[config.mk]
export PLATFORM = sky130hd
export DESIGN_NAME = mem_port_arbiter
export DESIGN_NICKNAME = d
export VERILOG_FILES = /design/src/rtl/mem_port_arbiter_pkg.sv /design/src/rtl/mem_port_arbiter_req_mux.sv /design/src/rtl/mem_port_arbiter.sv
export SDC_FILE = /design/constraint.sdc
export NUM_CORES = 1
export LEC_CHECK = 0
export ABC_CLOCK_PERIOD_IN_PS = 1160
export BUFFER_PORTS_ARGS = -buffer_cell sky130_fd_sc_hd__buf_2
export CAP_MARGIN = 40
export CORE_AREA = 2 2 123 125
export CTS_BUF_LIST = sky130_fd_sc_hd__clkbuf_16
export CTS_CLUSTER_DIAMETER = 30
export DETAILED_ROUTE_END_ITERATION = 8
export DIE_AREA = 0 0 125 127
export GPL_ROUTABILITY_DRIVEN = 0
export PLACE_DENSITY_LB_ADDON = 0.25
export SLEW_MARGIN = 10
export SYNTH_ARGS = -nofsm -noshare
export SYNTH_HDL_FRONTEND = slang
export SYNTH_SLANG_ARGS = --single-unit
[constraint.sdc]
create_clock -name clk -period 1.16 [get_ports clk]
set_clock_uncertainty 0.1 [all_clocks]
set_input_delay 0.058 -clock clk [delete_from_list [all_inputs] [get_ports clk]]
set_output_delay 0.058 -clock clk [all_outputs]
set_load 0.02 [all_outputs]
[src/rtl/mem_port_arbiter_pkg.sv]
// mem_port_arbiter_pkg: shared encodings and request bundle for the memory port arbiter
package mem_port_arbiter_pkg;
  typedef enum logic [1:0] {IDLE = 2'd0, ADDR = 2'd1, WAIT = 2'd2} state_e;
  typedef enum logic {OWN_INST = 1'b0, OWN_DATA = 1'b1} owner_e;
  localparam logic [1:0] SIZE_BYTE = 2'd0;
  localparam logic [1:0] SIZE_HALF = 2'd1;
  localparam logic [1:0] SIZE_WORD = 2'd2;
  typedef struct packed {
    logic        wr;
    logic [1:0]  size;
    logic [3:0]  wstrb;
    logic [31:0] addr;
    logic [31:0] wdata;
  } sram_req_t;
endpackage

[src/rtl/mem_port_arbiter_req_mux.sv]
// mem_port_arbiter_req_mux: selects the owner's request fields, zeroed outside the address phase
module mem_port_arbiter_req_mux
  import mem_port_arbiter_pkg::*;
(
  input  owner_e    owner,
  input  logic      en,
  input  sram_req_t inst_req,
  input  sram_req_t data_req,
  output sram_req_t mem_req
);
  assign mem_req = !en ? '0 : owner == OWN_DATA ? data_req : inst_req;
endmodule

[src/rtl/mem_port_arbiter.sv]
// mem_port_arbiter: shares one sram-like port between fetch and load/store, one transaction in flight,
// data-side priority with a starvation guard that forces an instruction grant.
module mem_port_arbiter
  import mem_port_arbiter_pkg::*;
#(
  parameter int STARVE_LIMIT = 4,
  parameter int CNT_W        = 4
) (
  input  logic        clk,
  input  logic        resetn,
  input  logic        inst_sram_req,
  input  logic        inst_sram_wr,
  input  logic [1:0]  inst_sram_size,
  input  logic [3:0]  inst_sram_wstrb,
  input  logic [31:0] inst_sram_addr,
  input  logic [31:0] inst_sram_wdata,
  output logic        inst_sram_addr_ok,
  output logic        inst_sram_data_ok,
  output logic [31:0] inst_sram_rdata,
  input  logic        data_sram_req,
  input  logic        data_sram_wr,
  input  logic [1:0]  data_sram_size,
  input  logic [3:0]  data_sram_wstrb,
  input  logic [31:0] data_sram_addr,
  input  logic [31:0] data_sram_wdata,
  output logic        data_sram_addr_ok,
  output logic        data_sram_data_ok,
  output logic [31:0] data_sram_rdata,
  output logic        mem_req,
  output logic        mem_wr,
  output logic [1:0]  mem_size,
  output logic [3:0]  mem_wstrb,
  output logic [31:0] mem_addr,
  output logic [31:0] mem_wdata,
  input  logic        mem_addr_ok,
  input  logic        mem_data_ok,
  input  logic [31:0] mem_rdata
);
  state_e            state_q, state_d;
  owner_e            owner_q, owner_d;
  logic [CNT_W-1:0]  cnt_q, cnt_d;
  logic              at_limit, grant_inst, in_addr, in_wait;
  sram_req_t         mux_out;
  assign at_limit   = cnt_q == CNT_W'(STARVE_LIMIT);
  assign grant_inst = inst_sram_req && (!data_sram_req || at_limit);
  always_comb begin
    state_d = state_q;
    owner_d = owner_q;
    cnt_d   = cnt_q;
    case (state_q)
      IDLE: if (inst_sram_req || data_sram_req) begin
        state_d = ADDR;
        owner_d = grant_inst ? OWN_INST : OWN_DATA;
        cnt_d   = (grant_inst || !inst_sram_req) ? '0 : at_limit ? cnt_q : cnt_q + 1'b1;
      end
      ADDR: state_d = mem_addr_ok ? WAIT : ADDR;
      WAIT: state_d = mem_data_ok ? IDLE : WAIT;
      default: state_d = IDLE;
    endcase
  end
  always_ff @(posedge clk or negedge resetn) begin
    if (!resetn) begin
      state_q <= IDLE;
      owner_q <= OWN_INST;
      cnt_q   <= '0;
    end else begin
      state_q <= state_d;
      owner_q <= owner_d;
      cnt_q   <= cnt_d;
    end
  end
  assign in_addr = state_q == ADDR;
  assign in_wait = state_q == WAIT;
  mem_port_arbiter_req_mux u_req_mux (
    .owner    (owner_q),
    .en       (in_addr),
    .inst_req ({inst_sram_wr, inst_sram_size, inst_sram_wstrb, inst_sram_addr, inst_sram_wdata}),
    .data_req ({data_sram_wr, data_sram_size, data_sram_wstrb, data_sram_addr, data_sram_wdata}),
    .mem_req  (mux_out)
  );
  assign mem_req   = in_addr;
  assign mem_wr    = mux_out.wr;
  assign mem_size  = mux_out.size;
  assign mem_wstrb = mux_out.wstrb;
  assign mem_addr  = mux_out.addr;
  assign mem_wdata = mux_out.wdata;
  // Responses only route during WAIT, so stray slave data_ok pulses never reach a requester.
  assign inst_sram_addr_ok = in_addr && owner_q == OWN_INST && mem_addr_ok;
  assign data_sram_addr_ok = in_addr && owner_q == OWN_DATA && mem_addr_ok;
  assign inst_sram_data_ok = in_wait && owner_q == OWN_INST && mem_data_ok;
  assign data_sram_data_ok = in_wait && owner_q == OWN_DATA && mem_data_ok;
  assign inst_sram_rdata   = inst_sram_data_ok ? mem_rdata : '0;
  assign data_sram_rdata   = data_sram_data_ok ? mem_rdata : '0;
endmodule

==> run metrics, run 1 <==
status finished, violations left; violated checks negative setup slack; drt wl/cell 13.9 um; first-pass GRT wire length 14600 um; Max clock buf depth 2; CTS clock-pin slew for the worst setup and hold paths 0.04 ns; Yosys warnings 0; Internal Power 6.00 mW; setup TNS -66.28 ns; R2R Path Start state_q[0]; DR iter-0 viols 64; pin count of the biggest net entering global routing 34; Root Buffer clkbuf_16; clk sinks 7; DP HPWL 8530 um; required time of the worst setup path 1.00 ns; f_max 595 MHz; Setup Viol. Count Final 147; clk_lat worst skew 0.23 ns; CP Capture Type output pin; drt first pass iters 4; Flop pwr share 4.4%; Synth Instances 272; Mapped Nets 454; library cells used by synthesis 25; Hold Vio Cnt, Final 0; vias 3179; die height 127 um; Gate power share 90.5%; hold depth 2; final layout net count 809; Worst Hold Launch inst_sram_req; Worst R2R Setup Slack -0.15 ns; power density over the cells 2090 nW/um2; register area share after synthesis 9.03%; Initial Util 13.4%; Final min period 1.68 ns; Worst slew margin 81.5%; CTS tree done; GR Overflow Total 0; Total GRT Usage 11.1%; Post-Syn Area per Cell 7.13 um2; Seq cells post-synth 7; H-tree levels 1; Net Sw Power 5.25 mW; P_leak 2.95 nW; layout cell share with drive strength beyond 1 78.6%; row count 44; Antenna Violating Nets Remaining 0; RSZ-0062 raised after global routing true; Area Overhead vs Synth 177%; Critical Path AT 1.52 ns; clock power share 5.1%; CP Launch Type register; Placed Instances 788; port bufs 319; CP Max Fanout 33; Hold Path Class in2reg; Tcrit/Tclk final 145%; die area 15900 um2; top cell type's share of synthesized area 36.6%; switching part of the total 46.7%; fin. max-slew vios 0; Tightest Pin Transition 0.270 ns; Post-Syn Area 1940 um2; Post-synth EDFFs 0; end-of-flow core utilization 37.3%; R2R cell count 7; Ports 320; routed wire length 11300 um; total CTS buffers 3; max cap viols 0; reg-to-reg endpoint state_q[1]; DRC Markers 0; Cell Count, Final, Fillers Out 810; Synth area leader mux2i_1; Setup CP Type reg2out; # diodes 0; core area 14400 um2; final worst setup slack -0.521 ns; Vias/cell 3.92; Tot Pwr 11.3 mW; Async SR Flop Fraction 100%; Hold Path End owner_q; peak supply drop 0.00130 V; number of global-route vias before repair 2822; Die Wd 125 um; Main synth FF type dfrtp_1; count leader, synth nor2_1; initial antenna violation count 1; leading post-synthesis cells by cell area mux2i_1, and2_1, nor2_1, dfrtp_1, buf_2; top cells by count, synth nor2_1, mux2i_1, and2_1
[what timing repair did]
action                                  4_1_cts  5_1_grt
gates cloned                                  0        5
endpoints found under the setup margin      147      147
pin swaps                                     4       16
resized for setup                           127      167
hold buffers                                  3        0
setup buffers                                 6        6
hold endpoints to repair                      9        0
[critical path: stages, from the launching register on]
cell	delay [ns]
dfrtp_4	0.54
and4b_2	0.27
buf_12	0.16
and2_1	0.16
buf_2	0.15
[registers in the layout, summed over array words and instances (netlist names)]
register and flops:
cnt_q 4, owner_q 1, state_q 2
[stage by stage]
stage / area (um2) / hold WS [ns] / setup slack, ns
after detailed placement: 4140 / -0.190 / -0.299
final: 5380 / 0.0404 / -0.521
after global routing: 5380 / 0.0517 / -0.591
after global placement: 4140 / -0.190 / -0.293
after floorplan: 2130 / -0.338 / -0.159
after CTS: 4680 / 0.0167 / -0.509
[layout make-up]
| class | count | area (um2) |
|---|---|---|
| Clock buffer | 3 | 75.1 |
| Clock inverter | 1 | 3.75 |
| Fill cell | 1514 | 9040 |
| Inverter | 3 | 16.3 |
| Multi-Input combinational cell | 240 | 2020 |
| Sequential cell | 7 | 180 |
| Tap cell | 184 | 230 |
| Timing Repair Buffer | 372 | 2860 |
[placed cells by master (no fill, tap or decap), types with 3 or more instances in the layout]
cell and n:
mux2i_2 14, mux2i_4 4, buf_2 194, dlygate4sd3_1 3
buf_12 10, nor2_4 15, and2_4 37, o21ai_1 3
nand2_1 6, and2_1 3, mux2i_1 53, buf_6 86
dfrtp_1 5, nor2_2 9, nor2_1 50, inv_1 3
buf_4 73, clkbuf_16 8, and2_2 24
[worst max-delay path by stage]
stage                           from                   to  slack (ns)  cells past startpoint
after detailed placement  state_q[1]        mem_wdata[22]       -0.30                      5
after floorplan           state_q[0]  inst_sram_rdata[10]       -0.16                      4
after global routing      state_q[0]   inst_sram_rdata[7]       -0.59                      5
final                        owner_q  data_sram_rdata[31]       -0.52                      4
after global placement    state_q[1]    inst_sram_addr_ok       -0.29                      6
after CTS                    owner_q        mem_wdata[10]       -0.51                      5
[layer usage]
| layer | track usage [%] | share of wire (%) | up-vias | wire, um |
|---|---|---|---|---|
| li1 | - | - | 1605 | - |
| met1 | 13.3 | 37 | 1394 | 4210 |
| met2 | 21.1 | 54 | 172 | 6140 |
| met3 | 2.05 | 7.6 | 6 | 859 |
| met4 | 1.37 | 0.59 | 2 | 66 |
| met5 | 0 | 0.12 | - | 13 |
[cells by family (layout without fill, tap and decap cells)]
logic type      after synthesis  count (layout)  synth area share [%]
compound gates               10              10                  3.23
simple gates                157             157                  41.5
flops                         7               7                  9.03
fa+ha+maj                     2               2                  1.29
buf+inv                      25             379                  8.32
mux                          71              71                  36.6
[power groups by stage]
| stage | sequential, mW | combinational (mW) | clock (mW) |
|---|---|---|---|
| 2_1_floorplan | 0.430 | 4.64 | 0 |
| 3_3_place_gp | 0.466 | 7.44 | 0 |
| 3_5_place_dp | 0.471 | 7.41 | 0 |
| 4_1_cts | 0.458 | 8.28 | 0.583 |
| 5_1_grt | 0.509 | 10.7 | 0.602 |
| 6_report | 0.495 | 10.2 | 0.579 |
(Power assumes the default switching activity.)
==> inputs of run 2 (changes only) <==
CORE_AREA = 2 2 122 124   (was 2 2 123 125)
DIE_AREA = 0 0 124 126   (was 0 0 125 127)
SYNTH_HIERARCHICAL = 1   (was not set)
==> run 2 against run 1 <==
Compared with the run above:
- via count grew 4.0%
- core utilization rose by 5.2 points
- highest routed layer is now met4
- flip-flop and latch count unchanged
- synthesized area increased by 13%
- global-route usage rose by 1.7 points
- non-clock buffer count is 5 lower
- the run still ends with negative setup slack left
- cell count unchanged
==> run metrics, run 2 <==
status finished, violations left; violated checks negative setup slack; max cap viols 0; register name with the most flops cnt_q; Post-Syn Area 2190 um2; Seq cells post-synth 7; register area share after synthesis 7.98%; Min Hold Slack 0.0378 ns; CP Launch Type register; clk_lat worst skew 0.24 ns; CTS clock-pin slew for the worst setup and hold paths 0.04 ns; DRC Markers 0; RSZ-0062 raised after global routing true; Post-synth EDFFs 0; Synth area leader mux2i_1; Area Overhead vs Synth 177%; # diodes 0; met3 Resource Use GR 1.18%; crit-path cells buf_12, buf_12, mux2i_4, nor2b_2, buf_6; drt first pass iters 4; Synth Instances 274; core area 14300 um2; Buf/Inv on CP 3; most frequent cells in the layout buf_2, buf_6, and2_4; power density over the cells 2080 nW/um2; CP Capture Type output pin; top cell type's share of synthesized area 32.4%; required time of the worst setup path 1.00 ns; CP max stage delay 0.53 ns; Initial Util 15.3%; Setup Viol. Count Final 147; clk sinks 7; Cell Count, Final, Fillers Out 810; Ports 320; pin count of the biggest net entering global routing 38; final worst setup slack -0.571 ns; Tcrit/Tclk final 149%; drt wl/cell 15.4 um; Largest regs cnt_q: 4 flops, state_q: 2 flops, owner_q: 1 flops; count leader, synth nor2b_1; most frequent CP cell buf_12; Worst slew margin 81.6%; GR Layer Usage met2 27.0%; Placed Instances 783; Post-Syn Area per Cell 8.01 um2; initial antenna violation count 1; Vias/cell 4.08; DR iter-0 viols 35; total CTS buffers 3; Root Buffer clkbuf_16; max FFs per register 4; Hold Path Class in2reg; peak supply drop 0.00135 V; Die Wd 124 um; first-pass GRT wire length 16000 um; CP Max Fanout 8; library cells used by synthesis 31; die height 126 um; CTS tree done; Tightest Pin Transition 0.269 ns; fillcell total 1357; Tot Pwr 12.7 mW; GR Overflow Total 0; DP HPWL 8990 um; Async SR Flop Fraction 100%; number of global-route vias before repair 3174; P_leak 3.07 nW; port bufs 319; final layout net count 809; die area 15600 um2; end-of-flow core utilization 42.5%; H-tree levels 1; vias 3307; Antenna Violating Nets Remaining 0; Mapped Nets 456; Global Route met1 Usage 13.6%; fin. max-slew vios 0; Main synth FF type dfrtp_1; CP top delay family flip-flops; Yosys warnings 6; top cells by count, synth nor2b_1, mux2i_1, and2_1; f_max 578 MHz; Total GRT Usage 12.8%; Setup CP Type reg2out; Critical Path AT 1.57 ns; layout cell share with drive strength beyond 1 88.3%; Final min period 1.73 ns; routed wire length 12500 um; gr busiest metal met2; commonest non-fill, non-tap cell in the layout buf_2; Max clock buf depth 2; slowest CP cell dfrtp_4; leading post-synthesis cells by cell area mux2i_1, nor2b_1, and2_1, dfrtp_1, buf_8; Hold Vio Cnt, Final 0; row count 44
[run 2: changes by cell type after synthesis, moves of 5 or more]
cell | previous run | this run
nor2b_1 | 0 | 72
nor2_1 | 74 | 3
buf_2 | 15 | 1
buf_8 | 0 | 7
and2_1 | 64 | 54
clkbuf_1 | 0 | 7
and2_2 | 0 | 12
nand2_1 | 8 | 3
[run 2: worst paths after layout]
kind	cells after the start	endpoint	start	slack, ns
setup / recovery	5	mem_wdata[13]	owner_q	-0.57
hold / removal	3	owner_q	data_sram_req	0.04
setup reg to reg	5	cnt_q[3]	state_q[1]	-0.33
hold reg to reg	2	cnt_q[0]	cnt_q[0]	0.48
max in group asynchronous	2	owner_q	resetn	0.68
min in group asynchronous	2	cnt_q[0]	resetn	0.10
[run 2: cell type report]
type | count | area [um2] | share of cell area [%]
sequential | 7 | 180 | 2.96
multi-input combinational | 243 | 2560 | 42.0
tap | 184 | 230 | 3.78
inverter | 5 | 18.8 | 0.308
clock inverter | 1 | 5.00 | 0.0823
clock buffer | 3 | 75.1 | 1.23
timing repair buffer | 367 | 3020 | 49.6
[run 2: logic make-up (layout without fill, tap and decap cells)]
| family | after synthesis | in the layout | synth area share [%] |
|---|---|---|---|
| multiplexers | 71 | 71 | 32.4 |
| AO/OA/AOI/OAI | 12 | 12 | 3.25 |
| flip-flops | 7 | 7 | 7.98 |
| adder cells (fa/ha/maj) | 2 | 2 | 1.14 |
| AND/OR/NAND/NOR | 156 | 158 | 45.7 |
| buffers and inverters | 26 | 376 | 9.58 |
[run 2: timing repair]
action	in CTS	in global routing
buffers inserted	5	3
resized for setup	206	163
setup endpoints to repair	147	147
endpoints found under the hold margin	10	0
pin swaps	4	4
hold buffers	4	0
gates cloned	3	10
[run 2: metal layers]
metal	wire length, um	share of wire (%)	vias up
met5	0	0	-
met4	81	0.65	0
met2	6870	55	195
met3	991	7.9	9
met1	4520	36	1494
li1	-	-	1609
[run 2: power by group]
group          switching, mW  internal (mW)  leakage (nW)  total, mW
combinational           5.13           6.45          2.94       11.6
clock                  0.147          0.454        0.0409      0.601
sequential             0.131          0.350        0.0886      0.481
total                   5.41           7.26          3.07       12.7
[run 2: per-stage QoR]
step	setup WS, ns	area, um2	setup TNS [ns]
floorplan	-0.243	2600	-23.53
global placement	-0.386	4480	-37.45
detailed placement	-0.403	4480	-40.48
CTS	-0.560	5360	-72.73
global route	-0.627	6080	-80.71
finish	-0.571	6080	-72.38
[run 2: tightest hold or removal path: cells and delay by family]
kind | cells | cell delay (ns)
AO/OA/AOI/OAI | 1 | 0.07
buffers and inverters | 1 | 0.14
AND/OR/NAND/NOR | 1 | 0.06
